<file path="src/rtl/lsu_mem_ctrl.sv">
// Load/store controller between execute stage and data RAM: one request at a time,
// RV32 width decode, byte-lane masking/replication, load extraction and error flagging.
module lsu_mem_ctrl #(
  parameter int unsigned API_ADDR_WIDTH = 32,
  parameter int unsigned API_DATA_WIDTH = 32,
  parameter int unsigned MEM_LATENCY    = 1
) (
  input  logic                        clk,
  input  logic                        reset,
  input  logic                        req_valid,
  output logic                        req_ready,
  input  logic                        req_store,
  input  logic [2:0]                  req_funct3,
  input  logic [API_ADDR_WIDTH-1:0]   req_addr,
  input  logic [API_DATA_WIDTH-1:0]   req_wdata,
  output logic                        resp_valid,
  input  logic                        resp_ready,
  output logic [API_DATA_WIDTH-1:0]   resp_rdata,
  output logic                        resp_misaligned,
  output logic                        resp_illegal,
  output logic                        mem_en,
  output logic [API_ADDR_WIDTH-1:0]   mem_address_o,
  output logic [API_DATA_WIDTH-1:0]   mem_data_o,
  output logic [API_DATA_WIDTH/8-1:0] mem_wr_mask_o,
  input  logic [API_DATA_WIDTH-1:0]   mem_data_i
);

  localparam int unsigned CNT_W  = 4;
  localparam int unsigned MASK_W = API_DATA_WIDTH / 8;

  typedef enum logic [1:0] {IDLE, READ, WRITE, RESP} state_t;

  state_t              state, state_d;
  logic [CNT_W-1:0]    cnt, cnt_d;
  logic [2:0]          funct3_q;
  logic [1:0]          off_q;

  logic                accept;
  logic                illegal_c, misaligned_c;
  logic [MASK_W-1:0]   st_mask_c;
  logic [API_DATA_WIDTH-1:0] st_data_c, lane_c, ld_data_c;

  logic                mem_en_d, resp_valid_d, mis_d, ill_d;
  logic [MASK_W-1:0]   mask_d;
  logic [API_ADDR_WIDTH-1:0] addr_d;
  logic [API_DATA_WIDTH-1:0] data_d, rdata_d;

  assign req_ready = (state == IDLE);
  assign accept    = req_valid & req_ready;

  // Request decode from the live inputs, used only on the acceptance cycle
  always_comb begin
    illegal_c = req_store ? (req_funct3 > 3'b010)
                          : (req_funct3 == 3'b011 || req_funct3[2:1] == 2'b11);
    case (req_funct3[1:0])
      2'b01:   misaligned_c = req_addr[0];
      2'b10:   misaligned_c = (req_addr[1:0] != 2'b00);
      default: misaligned_c = 1'b0;
    endcase
    case (req_funct3[1:0])
      2'b00: begin
        st_mask_c = 4'b0001 << req_addr[1:0];
        st_data_c = {4{req_wdata[7:0]}};
      end
      2'b01: begin
        st_mask_c = 4'b0011 << req_addr[1:0];
        st_data_c = {2{req_wdata[15:0]}};
      end
      default: begin
        st_mask_c = 4'b1111;
        st_data_c = req_wdata;
      end
    endcase
  end

  // Lane select and extension of the sampled RAM word
  always_comb begin
    lane_c = mem_data_i >> {off_q, 3'b000};
    case (funct3_q)
      3'b000:  ld_data_c = {{24{lane_c[7]}}, lane_c[7:0]};
      3'b001:  ld_data_c = {{16{lane_c[15]}}, lane_c[15:0]};
      3'b100:  ld_data_c = {24'h0, lane_c[7:0]};
      3'b101:  ld_data_c = {16'h0, lane_c[15:0]};
      default: ld_data_c = lane_c;
    endcase
  end

  always_ff @(posedge clk) begin
    if (reset) begin
      state <= IDLE;
      cnt   <= '0;
    end else begin
      state <= state_d;
      cnt   <= cnt_d;
    end
  end

  always_comb begin
    state_d = state;
    cnt_d   = cnt;
    case (state)
      IDLE: if (accept) begin
        if (illegal_c || misaligned_c) state_d = RESP;
        else if (req_store)            state_d = WRITE;
        else begin
          state_d = READ;
          cnt_d   = CNT_W'(MEM_LATENCY - 1);
        end
      end
      READ:  if (cnt == '0) state_d = RESP; else cnt_d = cnt - 1'b1;
      WRITE: state_d = RESP;
      RESP:  if (resp_ready) state_d = IDLE;
      default: state_d = IDLE;
    endcase
  end

  // Next values of the registered outputs; fields hold unless the state says otherwise
  always_comb begin
    mem_en_d     = 1'b0;
    mask_d       = '0;
    addr_d       = mem_address_o;
    data_d       = mem_data_o;
    resp_valid_d = resp_valid;
    rdata_d      = resp_rdata;
    mis_d        = resp_misaligned;
    ill_d        = resp_illegal;
    case (state)
      IDLE: if (accept) begin
        if (illegal_c || misaligned_c) begin
          resp_valid_d = 1'b1;
          rdata_d      = '0;
          ill_d        = illegal_c;
          mis_d        = misaligned_c & ~illegal_c;
        end else begin
          mem_en_d = 1'b1;
          addr_d   = {req_addr[API_ADDR_WIDTH-1:2], 2'b00};
          if (req_store) begin
            mask_d = st_mask_c;
            data_d = st_data_c;
          end
        end
      end
      READ: if (cnt != '0) mem_en_d = 1'b1;
      else begin
        resp_valid_d = 1'b1;
        rdata_d      = ld_data_c;
        mis_d        = 1'b0;
        ill_d        = 1'b0;
      end
      WRITE: begin
        resp_valid_d = 1'b1;
        rdata_d      = '0;
        mis_d        = 1'b0;
        ill_d        = 1'b0;
      end
      RESP: if (resp_ready) begin
        resp_valid_d = 1'b0;
        rdata_d      = '0;
        mis_d        = 1'b0;
        ill_d        = 1'b0;
      end
      default: ;
    endcase
  end

  always_ff @(posedge clk) begin
    if (reset) begin
      mem_en          <= 1'b0;
      mem_wr_mask_o   <= '0;
      mem_address_o   <= '0;
      mem_data_o      <= '0;
      resp_valid      <= 1'b0;
      resp_rdata      <= '0;
      resp_misaligned <= 1'b0;
      resp_illegal    <= 1'b0;
      funct3_q        <= '0;
      off_q           <= '0;
    end else begin
      mem_en          <= mem_en_d;
      mem_wr_mask_o   <= mask_d;
      mem_address_o   <= addr_d;
      mem_data_o      <= data_d;
      resp_valid      <= resp_valid_d;
      resp_rdata      <= rdata_d;
      resp_misaligned <= mis_d;
      resp_illegal    <= ill_d;
      if (accept) begin
        funct3_q <= req_funct3;
        off_q    <= req_addr[1:0];
      end
    end
  end

endmodule

</file>
<file path="config.mk">
export PLATFORM = sky130hd
export DESIGN_NAME = lsu_mem_ctrl
export DESIGN_NICKNAME = d
export VERILOG_FILES = /design/src/rtl/lsu_mem_ctrl.sv
export SDC_FILE = /design/constraint.sdc
export NUM_CORES = 1
export LEC_CHECK = 0
export BUFFER_PORTS_ARGS = -buffer_cell sky130_fd_sc_hd__buf_2
export CORE_ASPECT_RATIO = 0.9
export CORE_MARGIN = 3
export CORE_UTILIZATION = 25
export CTS_CLUSTER_DIAMETER = 30
export DETAILED_ROUTE_END_ITERATION = 8
export GPL_ROUTABILITY_DRIVEN = 0
export HOLD_SLACK_MARGIN = 0.15
export SYNTH_ARGS = -nofsm -noshare
export SYNTH_HDL_FRONTEND = slang
export SYNTH_SLANG_ARGS = --single-unit
</file>
<file path="constraint.sdc">
create_clock -name clk -period 2.2 [get_ports clk]
set_clock_uncertainty 0.2 [all_clocks]
set_input_delay 0.11 -clock clk [delete_from_list [all_inputs] [get_ports clk]]
set_output_delay 0.11 -clock clk [all_outputs]
set_load 0.01 [all_outputs]
</file>
# ---- Yosys cells after proc, flatten, opt, wreduce, memory -nomap -nowiden
# Index checks and enable logic that the tools add are counted.
dict set report op_classes {
  add_sub_neg 1
  magnitude_cmp 1
  n_eq_ne 18
  shift 3
  n_mux 37
  bitwise 7
  n_reduce_logical 15
}
# op n
set op_table {}
lappend op_table {{32-bit case mux with 4 select lines} 2}
lappend op_table {{32-bit 2-to-1 mux} 4}
lappend op_table {{32-bit case mux with 2 select lines} 1}
lappend op_table {{32-bit by 5-bit right shift with 32-bit output} 1}
lappend op_table {{4-bit 2-to-1 mux} 4}
lappend op_table {{4-bit case mux with 2 select lines} 2}
lappend op_table {{1-bit 2-to-1 mux} 13}
lappend op_table {{2-bit inequality test, second input constant} 6}
lappend op_table {{1-bit case mux with 4 select lines} 3}
lappend op_table {{2-bit 2-to-1 mux} 5}
lappend op_table {{2-bit equality test, second input constant} 4}
lappend op_table {{2-bit case mux with 4 select lines} 1}
lappend op_table {{4-bit AND reduction} 2}
lappend op_table {{3-bit equality test, second input constant} 2}
lappend op_table {{3-bit AND reduction} 2}
lappend op_table {{1-bit NOT} 5}
lappend op_table {{5-bit AND reduction} 1}
lappend op_table {{5-bit OR reduction} 1}
lappend op_table {{2-bit by 1-bit equality test with 1-bit output, second input constant} 2}
lappend op_table {{2-bit zero test} 2}
lappend op_table {{4-bit zero test} 1}
lappend op_table {{2-bit by 1-bit inequality test with 1-bit output, second input constant} 2}
lappend op_table {{1-bit case mux with 2 select lines} 2}
lappend op_table {{2-bit nonzero test} 2}
lappend op_table {{10 further kinds} 12}
dict set report totals {
  regBits 113
  inputBits 104
  output_inout_bits 105
  word_cells 94
}

# ---- Longest topological paths before layout
# Gate-level depths: netlist of run 1.
dict set report logic_depth {
  depth_word 8
  mapped_depth 9
  mapped_depth_nobuf 7
}

# ---- Least setup slack after synthesis of run 1
# No wires, ideal clock.
dict set report synth_timing {
  kind {register to register}
  from {reg state[0]}
  to {reg mem_address_o[23]}
  t_arrival_ps 1817
  setup_slack_ps 56
  path_stages_with_launch 9
  n_path_buf 2
  synth_period_minus_slack_ps 2144
  cell_sequence {dfxtp_1 > inv_1 > ha_1 > buf_1 > nand2_1 > nand4b_1 > buf_2 > mux2i_1 > nor2_1}
}
dict set report synth_via {
  elab_chain_len 3
}
# element line
set synth_lines {}
lappend synth_lines {{start: declaration} 33} ;# state_t state, state_d;
lappend synth_lines {{start signal: assignment} 93} ;# state <= state_d;
lappend synth_lines {{2-bit zero test *} 48} ;# assign req_ready = (state == IDLE);
lappend synth_lines {{via req_ready} 11} ;# output logic req_ready,
lappend synth_lines {{1-bit AND} 49} ;# assign accept = req_valid & req_ready;
lappend synth_lines {{3-bit AND reduction (no source line) *} -}
lappend synth_lines {{end signal: assignment} 181} ;# mem_address_o <= addr_d;
lappend synth_lines {{end: declaration} 22} ;# output logic [API_ADDR_WIDTH-1:0] mem_address_o,
# Mark *: on every way through the listed nets, which the timed path passes. The rest lies on a longest branch.
# A chain may end at the register's enable or synchronous reset.

# ---- Worst setup path after layout of run 1
dict set report layout_timing {
  from {in req_addr[1]}
  to {reg mem_data_o[7]}
}
dict set report layout_via {
  elab_chain_len 5
}
# element line
set layout_lines {}
lappend layout_lines {{start: declaration} 14} ;# input logic [API_ADDR_WIDTH-1:0] req_addr,
lappend layout_lines {{2-bit nonzero test} 57} ;# 2'b10: misaligned_c = (req_addr[1:0] != 2'b00);
lappend layout_lines {{1-bit case mux with 2 select lines} 55} ;# case (req_funct3[1:0])
lappend layout_lines {{1-bit logical OR} 129} ;# if (illegal_c || misaligned_c) begin
lappend layout_lines {{1-bit NOT (no source line)} -}
lappend layout_lines {{4-bit AND reduction (no source line)} -}
lappend layout_lines {{end signal: assignment} 182} ;# mem_data_o <= data_d;
lappend layout_lines {{end: declaration} 23} ;# output logic [API_DATA_WIDTH-1:0] mem_data_o,
# No other way between the ends.

==> metrics.yaml, run 1 <==
run_status:
  status: "finished clean"
clocking:
  clk_path_buf_depth: 2
  cts.sinks: 113
  htreeDepth: 4
  cts_tree: "done"
  cts.clk_slew.worst_paths_ns: 0.06
  insertion_delay_ns: 0.41
  cts_root_buf: "clkbuf_16"
  cts_buffers: 17
setup_path:
  crit_arrival_ns: 2.19
  path_cells: "dlygate4sd3_1 -> buf_2 -> and3_1 -> or2_1 -> nor4b_4 -> clkbuf_16 -> mux2i_1 -> nor2_1"
  critical-path-slowest-cell: "dlygate4sd3_1"
  cp-end-kind: "flip-flop"
  reg2reg_depth: 6
  critical_path_class: "in2reg"
  required_ns: 2.30
  crit_fanout: 26
  ff2ff_setup_slack_ns: 0.13
  rr_endpoint: "resp_rdata[25]$_SDFFE_PP0P_"
  r2r-start: "off_q[1]$_SDFFE_PP0N_"
  start_kind: "input port"
  cpPeakStageDelay_ns: 0.55
power_and_ir_drop:
  power.density_mw_per_mm2: 951.2
  intPower_mw: 5.305
  combPwrFrac_pct: 35.8
  switching_share_pct: 34.67
  p_switching_mw: 2.816
  pwr-share-seq_pct: 32.1
  p_leak_nw: 3.885
  vdd_drop_max_mv: 0.5721
  p_clk_share_pct: 32.0
job:
  drv_cap: 0
sta:
  finalMaxSlewViolations: 0
  fin_crit_ns: 2.097
  rsz0062_at_grt: "false"
  hold_violations: 0
  tightestPinTransition_ns: 0.5357
  fin_hold_ws_ns: 0.1694
  finalSetupViolations: 0
  maxSlewHeadroom_pct: 64.29
  timing.final.crit_share_pct: 95.30
  setup_tns_ns: 0
  fmax_mhz: 477.0
synth:
  seq_area_frac_synth_pct: 42.45
  synth_top_family_by_area: "compound AO/OA/AOI/OAI gates"
  yosys.area.top_type: "dfxtp_1"
  synth_warnings: 0
  yosysUniqueCellTypes: 53
  synth_compound_area_share_pct: 22.31
  synth.top_cell.area_share_pct: 42.45
  synthSimpleGateAreaFrac_pct: 14.89
  syn-cell-area_sq_mm: 0.005329
  synth-xor-area-share_pct: 0.1644
  synth_area_per_cell_sq_um: 9.001
  ys_top_cells_by_area: "dfxtp_1 (42%), mux2i_1 (10%), a21oi_1 (6.5%)"
  synth_seq_cells: 113
  postSynthCellCount: 592
  synth_adder_area_share_pct: 2.113
  synthMuxAreaShare_pct: 12.87
place:
  dpl_cell_area_sq_mm: 0.006860
  dp.cells: 1072
  port-buffer-count: 206
  hpwl_um: 12360
global_routing:
  grt_use_total_pct: 15.84
  grt_overflow: 0
  first_global_vias: 5660
  antenna_found_initial: 2
  grt_max_degree: 53
  grt_pass1_wl_um: 29400
floorplan:
  core_region_area_sq_mm: 0.02090
  die_x_um: 159.9
  pin_count: 209
  initial_utilization_pct: 25.50
  die-area_sq_mm: 0.02311
  die_h_um: 144.5
  placementRows: 50
drt:
  drc: 0
  ant_nets: 0
  dr.first_iter.drc_count: 297
  dr.pass1.iters: 5
  wl_per_cell_um: 15.33
  wl_um: 18650
  vias_per_cell: 4.702
  vias: 5718
final_layout:
  final_nets: 1027
  fin_util_pct: 40.86
  regArea_sq_mm: 0.002262
  drive_gt1_share_pct: 33.44
  nFillCells: 2092
  final_common_cell: "buf_2"
  multi_input_area_sq_mm: 0.002813
  final_area_sq_mm: 0.008537
  syn_to_final_growth_pct: 60.20
  final_cell_mix: "buf_2 (205), dfxtp_1 (113), dlygate4sd3_1 (107), nor2_1 (71), a21oi_1 (69)"
  final_cell_count_no_fill: 1216
worst_hold_path:
  hold_class: "in2reg"
  hold_start: "mem_data_i[0]"
  holdPathStages: 6
  min_to: "resp_rdata[0]$_SDFFE_PP0P_"
[layout make-up]
cell class                      count  area share (%)
Multi-Input combinational cell    418           32.95
Sequential cell                   113           26.50
Timing Repair Buffer              353           29.25
Clock buffer                       19           5.188
Clock inverter                     13           1.348
Inverter                           11          0.4837
Tap cell                          286           4.192
Antenna cell                        3         0.08794
[flip-flops by register name, indices dropped and copies added, names as in the netlist]
| name | flops |
|---|---|
| mem_en | 1 |
| cnt | 4 |
| resp_rdata | 32 |
| off_q | 2 |
| resp_valid | 1 |
| resp_misaligned | 1 |
| mem_data_o | 32 |
| mem_address_o | 30 |
| state | 2 |
| funct3_q | 3 |
| resp_illegal | 1 |
| mem_wr_mask_o | 4 |
[cell usage after synthesis, drive strengths merged]
| master | n |
|---|---|
| dfxtp | 113 |
| nor2 | 71 |
| a21oi | 70 |
| mux2i | 55 |
| a211oi | 47 |
| o21ai | 31 |
| clkbuf | 29 |
| nand2 | 28 |
| buf | 22 |
| nand4 | 18 |
| inv | 11 |
| mux2 | 10 |
| nand3 | 10 |
| nor2b | 10 |
| ha | 9 |
| a22o | 8 |
| a2bb2oi | 7 |
| nand2b | 5 |
| and3 | 4 |
| nor3 | 3 |
| o221ai | 3 |
| a211o | 2 |
| nor3b | 2 |
| o41ai | 2 |
| or2 | 2 |
| or3 | 2 |
| a221oi | 1 |
| a311oi | 1 |
| a31oi | 1 |
| and2b | 1 |
| and4 | 1 |
| and4b | 1 |
| conb | 1 |
| mux4 | 1 |
| nand3b | 1 |
| nand4b | 1 |
| nor4 | 1 |
| nor4b | 1 |
| o211a | 1 |
| o21a | 1 |
| o21bai | 1 |
| o221a | 1 |
| o32ai | 1 |
| xor2 | 1 |
[logic make-up (layout without fill, tap and decap cells)]
| family | Yosys count | after routing |
|---|---|---|
| simple gates | 162 | 162 |
| buf+inv | 62 | 396 |
| fa+ha+maj | 9 | 9 |
| xor+xnor | 1 | 1 |
| mux | 66 | 66 |
| flops | 113 | 113 |
| compound gates | 178 | 178 |
| other cells | 1 | 5 |
[worst max-delay path, delay by kind of cell]
kind                   cells  cell delay [ns]
multiplexers               1             0.23
buffers and inverters      3             0.97
AND/OR/NAND/NOR            4             0.87
[repair_timing]
item                                    CTS  global route
endpoints found under the setup margin    0            44
buffers inserted                          0             1
hold endpoints to repair                111             0
hold buffers                            107             0
gates resized for setup                   0             7
[worst max-delay path by stage]
stage | startpoint | to | slack, ns | depth (start not counted)
after global placement | req_funct3[0] | mem_data_o[2]$_SDFFE_PP0P_ | -0.04 | 9
final | req_addr[1] | mem_data_o[7]$_SDFFE_PP0P_ | 0.10 | 8
after CTS | cnt[0]$_SDFFE_PP0P_ | resp_rdata[16]$_SDFFE_PP0P_ | 0.11 | 8
after floorplan | state[0]$_SDFFE_PP0P_ | mem_address_o[23]$_SDFFE_PP0P_ | 0.06 | 8
after global routing | off_q[1]$_SDFFE_PP0N_ | resp_rdata[25]$_SDFFE_PP0P_ | 0.008 | 6
after detailed placement | req_funct3[0] | mem_data_o[5]$_SDFFE_PP0P_ | -0.08 | 9
[routing by layer]
layer	vias to the layer above	routed length, um	GRT usage (%)
met5	-	0	0
li1	2803	-	-
met1	2671	8011	19.26
met4	0	495	6.484
met3	38	1447	5.498
met2	206	8691	25.88
[power groups by stage]
stage	clock network, mW	registers (mW)	logic (mW)
6_report	2.60	2.61	2.91
5_1_grt	2.77	2.65	3.21
4_1_cts	2.68	2.61	2.88
3_5_place_dp	0	2.64	2.70
3_3_place_gp	0	2.64	2.69
2_1_floorplan	0	2.76	1.53
[stage by stage]
| stage | worst slack [ns] | total power, mW |
|---|---|---|
| after global placement | -0.04465 | 5.327 |
| after global routing | 0.007866 | 8.631 |
| final | 0.1034 | 8.120 |
| after detailed placement | -0.08498 | 5.347 |
| after floorplan | 0.05584 | 4.285 |
| after CTS | 0.1052 | 8.165 |
(Power assumes the default switching activity.)
==> run 2: changes to the inputs <==
--- a/config.mk
+++ b/config.mk
@@ -13,6 +13,7 @@
 export DETAILED_ROUTE_END_ITERATION = 8
 export GPL_ROUTABILITY_DRIVEN = 0
 export HOLD_SLACK_MARGIN = 0.15
+export PLACE_DENSITY = 0.54
 export SYNTH_ARGS = -nofsm -noshare
 export SYNTH_HDL_FRONTEND = slang
 export SYNTH_SLANG_ARGS = --single-unit
==> run 2 against run 1 <==
Global-route usage increased by 0.094 points; first-iteration DRC count increased by 2.7%; combinational power about the same; clock-buffer cell count decreased by 2; clock power increased by 14%; design area increased by 1.2%; critical path type unchanged; critical endpoint is now mem_data_o[11]$_SDFFE_PP0P_; largest cell class unchanged.
==> metrics.yaml, run 2 (synthesis results as in run 1) <==
sta:
  tightestPinTransition_ns: 0.8072
  fin_ws_ns: 0.08691
  finalMaxSlewViolations: 0
  timing.final.crit_share_pct: 96.05
  rsz0062_at_grt: "false"
  setup_tns_ns: 0
  hold_violations: 0
  fin_crit_ns: 2.113
  finalSetupViolations: 0
  fin_hold_ws_ns: 0.1771
  fmax_mhz: 473.2
  maxSlewHeadroom_pct: 46.19
floorplan:
  pin_count: 209
  initial_utilization_pct: 25.50
  core_region_area_sq_mm: 0.02090
  die-area_sq_mm: 0.02311
  placementRows: 50
  die_h_um: 144.5
  die_x_um: 159.9
global_routing:
  grt_max_degree: 67
  grt_pass1_wl_um: 29390
  antenna_found_initial: 0
  grt_use_total_pct: 15.94
  first_global_vias: 5558
  grt_overflow: 0
drt:
  wl_um: 19080
  vias_per_cell: 4.634
  dr.first_iter.drc_count: 305
  wl_per_cell_um: 15.67
  ant_nets: 0
  vias: 5644
  drc: 0
  dr.pass1.iters: 4
final_layout:
  drive_gt1_share_pct: 33.80
  reg_top3: "mem_data_o (32), resp_rdata (32), mem_address_o (30)"
  fin_util_pct: 41.37
  final_cell_count_no_fill: 1218
  final_area_sq_mm: 0.008643
  final_common_cell: "buf_2"
  final_nets: 1032
  diodes: 0
  final_cell_mix: "buf_2 (205), dfxtp_1 (111), dlygate4sd3_1 (110), nor2_1 (71), a21oi_1 (69)"
  syn_to_final_growth_pct: 62.20
setup_path:
  critPathLaunch: "req_addr[1]"
  crit_fanout: 12
  required_ns: 2.32
  r2r-start: "off_q[1]$_SDFFE_PP0N_"
  crit_arrival_ns: 2.24
  cp-endpoint: "mem_data_o[11]$_SDFFE_PP0P_"
  ff2ff_setup_slack_ns: 0.14
  critical_path_class: "in2reg"
  rr_endpoint: "resp_rdata[2]$_SDFFE_PP0P_"
  start_kind: "input port"
  reg2reg_depth: 6
  cp-end-kind: "flip-flop"
place:
  dpl_cell_area_sq_mm: 0.006843
  port-buffer-count: 206
  hpwl_um: 12680
  post-place-ws_ns: -0.1213
  dp.cells: 1073
power_and_ir_drop:
  vdd_drop_max_mv: 0.5826
  p_leak_nw: 3.933
  design_power_total_mw: 8.515
  power.density_mw_per_mm2: 985.2
worst_hold_path:
  hold_class: "in2reg"
  holdPathStages: 5
clocking:
  cts.clk_slew.worst_paths_ns: 0.06
  cts_root_buf: "clkbuf_16"
  cts.sinks: 113
  insertion_delay_ns: 0.42
  cts_tree: "done"
  clk_path_buf_depth: 2
  htreeDepth: 4
  cts_buffers: 17
job:
  drv_cap: 0
run_status:
  status: "finished clean"
==> run 2: cell count changes in the layout (fill, tap and decap cells not counted), moves of 2 or more <==
| cell | previous run | this run |
|---|---|---|
| diode_2 | 3 | 0 |
| bufinv_16 | 1 | 4 |
| ha_2 | 2 | 0 |
| inv_6 | 0 | 3 |
| buf_6 | 0 | 2 |
| dfxtp_1 | 113 | 111 |
| dlygate4sd3_1 | 107 | 110 |
| dfxtp_2 | 0 | 2 |
| clkinv_2 | 4 | 1 |
| buf_12 | 6 | 4 |
==> run 2: area by class of cell <==
class / instances / area, sq um
Multi-Input combinational cell: 418 / 2821
Clock buffer: 17 / 425.4
Inverter: 11 / 41.29
Tap cell: 286 / 357.8
Fill cell: 2125 / 12250
Clock inverter: 15 / 207.7
Sequential cell: 113 / 2265
Timing Repair Buffer: 358 / 2525
==> run 2: repair_timing <==
item / 4_1_cts / 5_1_grt
setup buffers: 0 / 1
setup endpoints to repair: 13 / 63
pin swaps: 0 / 2
resized for setup: 1 / 9
gates cloned: 0 / 2
endpoints found under the hold margin: 111 / 0
hold buffers: 110 / 0
==> run 2: worst min-delay path by stage <==
stage	from	end	slack, ns
final	req_funct3[0]	mem_wr_mask_o[2]$_SDFF_PP0_	0.18
after global routing	mem_data_i[0]	resp_rdata[0]$_SDFFE_PP0P_	0.21
after CTS	mem_data_i[6]	resp_rdata[6]$_SDFFE_PP0P_	0.16
after detailed placement	req_addr[2]	mem_address_o[2]$_SDFFE_PP0P_	0.15
after global placement	req_addr[22]	mem_address_o[22]$_SDFFE_PP0P_	0.14
after floorplan	mem_data_i[24]	resp_rdata[24]$_SDFFE_PP0P_	0.05
==> run 2: where the power goes <==
part	switching [mW]	total, mW	internal, mW
logic	1.60	2.94	1.34
clock network	1.06	2.97	1.91
registers	0.202	2.61	2.40
total	2.86	8.52	5.65
==> run 2: layer usage <==
metal  global-route usage (%)  vias up  part of all wire, %
met5                        0        -                    0
met4                    6.027        0                  2.1
met3                    4.267       28                  4.4
met2                    25.93      138                   48
met1                    20.43     2676                   45
li1                         -     2802                    -
==> run 2: critical path, stage by stage <==
cell and delay, ns:
dlygate4sd3_1 0.54, buf_2 0.16, and3_1 0.16, or2_1 0.28
nor4b_4 0.29, buf_4 0.20, clkbuf_4 0.23, nor2_1 0.06
a211oi_1 0.20
==> run 3: changes to the inputs <==
--- a/config.mk
+++ b/config.mk
@@ -5,8 +5,9 @@
 export SDC_FILE = /design/constraint.sdc
 export NUM_CORES = 1
 export LEC_CHECK = 0
+export ABC_AREA = 1
 export BUFFER_PORTS_ARGS = -buffer_cell sky130_fd_sc_hd__buf_2
-export CORE_ASPECT_RATIO = 0.9
+export CORE_ASPECT_RATIO = 1.2
 export CORE_MARGIN = 3
 export CORE_UTILIZATION = 25
 export CTS_CLUSTER_DIAMETER = 30
==> run 3 against run 2 <==
Wire length is 3.3% higher; fmax is 0.64% higher; global-route usage is 0.15 points higher; setup slack better by 0.013 ns; clock-buffer cell count is 1 higher; die area is 4.1% higher; sequential power hardly changed; power is 3.0% higher; critical path depth is 2 lower.
==> metrics.yaml, run 3 <==
setup_path:
  reg2reg_depth: 7
  critical_path_class: "reg2reg"
  required_ns: 2.29
  ff2ff_setup_slack_ns: 0.10
  crit_arrival_ns: 2.19
  r2r-start: "state[1]$_SDFFE_PP0P_"
  crit_fanout: 8
  start_kind: "flip-flop"
  rr_endpoint: "funct3_q[1]$_SDFFE_PP0N_"
  cp-end-kind: "flip-flop"
power_and_ir_drop:
  power.density_mw_per_mm2: 1008
  vdd_drop_max_mv: 0.5991
  design_power_total_mw: 8.770
  p_leak_nw: 4.220
drt:
  ant_nets: 0
  drc: 0
  dr.pass1.iters: 5
  vias_per_cell: 4.451
  highest_layer: "met4"
  vias: 6401
  met3_length_um: 1081
  wl_per_cell_um: 13.70
  wl_met1_um: 8656
  dr_wl_met2_um: 9458
  dr.first_iter.drc_count: 219
  wl_um: 19700
clocking:
  cts_buffers: 17
  htreeDepth: 4
  cts_root_buf: "clkbuf_16"
  clk_path_buf_depth: 2
  cts_tree: "done"
  cts.sinks: 113
  postCtsSetupRepairBufs: 0
  insertion_delay_ns: 0.41
  cts.clk_slew.worst_paths_ns: 0.06
worst_hold_path:
  hold_start: "req_addr[5]"
  holdPathStages: 4
  hold_class: "in2reg"
  min_to: "mem_address_o[5]$_SDFFE_PP0P_"
sta:
  rsz0062_at_grt: "false"
  fin_crit_ns: 2.100
  fin_hold_ws_ns: 0.2541
  hold_violations: 0
  finalMaxSlewViolations: 0
  setup_tns_ns: 0
  fmax_mhz: 476.3
  finalSetupViolations: 0
  timing.final.crit_share_pct: 95.44
global_routing:
  grt_max_degree: 37
  first_global_vias: 6254
  grt_use_total_pct: 16.08
  grt_pass1_wl_um: 31200
  antenna_found_initial: 0
  grt_overflow: 0
synth:
  ys_top_cells_by_count: "nor2_1 (203), nand2_1 (146), dfxtp_1 (113), o21ai_0 (95), inv_1 (61)"
  synth.top_cell.area_share_pct: 40.74
  yosys.area.top_type: "dfxtp_1"
  seq_area_frac_synth_pct: 40.74
  ys_top_cells_by_area: "dfxtp_1 (41%), nor2_1 (14%), nand2_1 (9.9%)"
  yosysUniqueCellTypes: 28
  synth_warnings: 0
  synth_top_family_by_area: "simple AND/OR/NAND/NOR gates"
  synth_compound_area_share_pct: 15.41
  synth_area_per_cell_sq_um: 6.634
  synth_ff_type: "dfxtp_1"
  synthSimpleGateAreaFrac_pct: 32.15
  synth_seq_cells: 113
  synth_most_common_cell: "nor2_1"
  syn-cell-area_sq_mm: 0.005553
  async_flop_share_pct: 0
  synth-xor-area-share_pct: 0.1577
  postSynthCellCount: 837
  synthMuxAreaShare_pct: 0
  synth_edf_count: 0
  synth_adder_area_share_pct: 2.028
final_layout:
  final_nets: 1264
  diodes: 0
  fin_util_pct: 39.96
  final_cell_mix: "buf_2 (206), nor2_1 (202), nand2_1 (146), dfxtp_1 (112), dlygate4sd3_1 (111)"
  final_area_sq_mm: 0.008702
  drive_gt1_share_pct: 27.06
  final_common_cell: "buf_2"
  nFillCells: 2245
  reg_top3: "mem_data_o (32), resp_rdata (32), mem_address_o (30)"
  syn_to_final_growth_pct: 56.71
place:
  dpl_cell_area_sq_mm: 0.006922
  port-buffer-count: 206
  hpwl_um: 13750
job:
  drv_cap: 0
floorplan:
  die_h_um: 169.3
  core_region_area_sq_mm: 0.02178
  initial_utilization_pct: 25.50
  die-area_sq_mm: 0.02404
  die_x_um: 142.1
  pin_count: 209
  placementRows: 59
run_status:
  status: "finished clean"
[run 3: cell types whose count changed after synthesis, moves of 16 or more]
cell and change:
nor2_1 +132, nand2_1 +118, o21ai_0 +65, mux2i_1 -55
inv_1 +50, a211oi_1 -37, a21oi_1 -26, nand3_1 +23
o21ai_1 +22, nand2_2 +16, nand4_1 -16
[run 3: what timing repair did]
item	in CTS	in global routing
hold endpoints to repair	113	0
hold buffers	111	0
resized for setup	0	6
setup endpoints to repair	0	49
[run 3: power by group]
group | internal [mW] | switching, mW | total, mW
sequential | 2.38 | 0.196 | 2.58
combinational | 1.31 | 1.99 | 3.30
clock | 1.89 | 1.01 | 2.90
total | 5.58 | 3.19 | 8.77
[run 3: final cells by class]
class | instances | area, sq um | share of cell area, %
Timing Repair Buffer | 341 | 2406 | 27.65
Clock buffer | 18 | 429.2 | 4.932
Inverter | 74 | 277.8 | 3.192
Tap cell | 274 | 342.8 | 3.940
Multi-Input combinational cell | 604 | 2793 | 32.09
Sequential cell | 113 | 2263 | 26.01
Clock inverter | 14 | 190.2 | 2.185
[run 3: cells by family (layout without fill, tap and decap cells)]
kind of cell | count (synthesis) | after routing
other | 1 | 2
xor gates and xnor gates | 1 | 1
and+or+nand+nor | 423 | 423
AOI/OAI and AO/OA | 169 | 169
adders and majority gates | 9 | 9
DFF | 113 | 113
buffers and inverters | 121 | 447
[run 3: critical path: stages, from the launching register on]
cell and delay, ns:
dfxtp_1 0.32, inv_1 0.10, ha_2 0.23, nand2_1 0.14, buf_4 0.19, o21ai_0 0.18
a21oi_1 0.06, dlygate4sd3_1 0.56
[run 3: worst max path at each step]
| stage | startpoint | to | slack (ns) | cells past startpoint |
|---|---|---|---|---|
| floorplan | state[0]$_SDFFE_PP0P_ | resp_rdata[16]$_SDFFE_PP0P_ | 0.27 | 11 |
| global placement | req_funct3[1] | mem_data_o[0]$_SDFFE_PP0P_ | 0.26 | 13 |
| detailed placement | req_funct3[1] | mem_data_o[5]$_SDFFE_PP0P_ | 0.21 | 13 |
| CTS | off_q[0]$_SDFFE_PP0N_ | resp_rdata[2]$_SDFFE_PP0P_ | 0.03 | 9 |
| global route | req_funct3[0] | resp_rdata[4]$_SDFFE_PP0P_ | 0.0004 | 12 |
| finish | state[1]$_SDFFE_PP0P_ | funct3_q[1]$_SDFFE_PP0N_ | 0.10 | 7 |
[run 3: metrics by stage]
stage / worst slack [ns] / instances
2_1_floorplan: 0.2725 / 838
3_3_place_gp: 0.2599 / 1294
3_5_place_dp: 0.2143 / 1294
4_1_cts: 0.02592 / 1437
5_1_grt: 0.0003926 / 1438
6_report: 0.1003 / 1438
[run 3: metal layers]
metal / up-vias / global-route usage (%)
met4: 0 / 6.386
met1: 2913 / 19.17
met5: - / 0
met2: 182 / 27.32
met3: 35 / 4.425
li1: 3271 / -
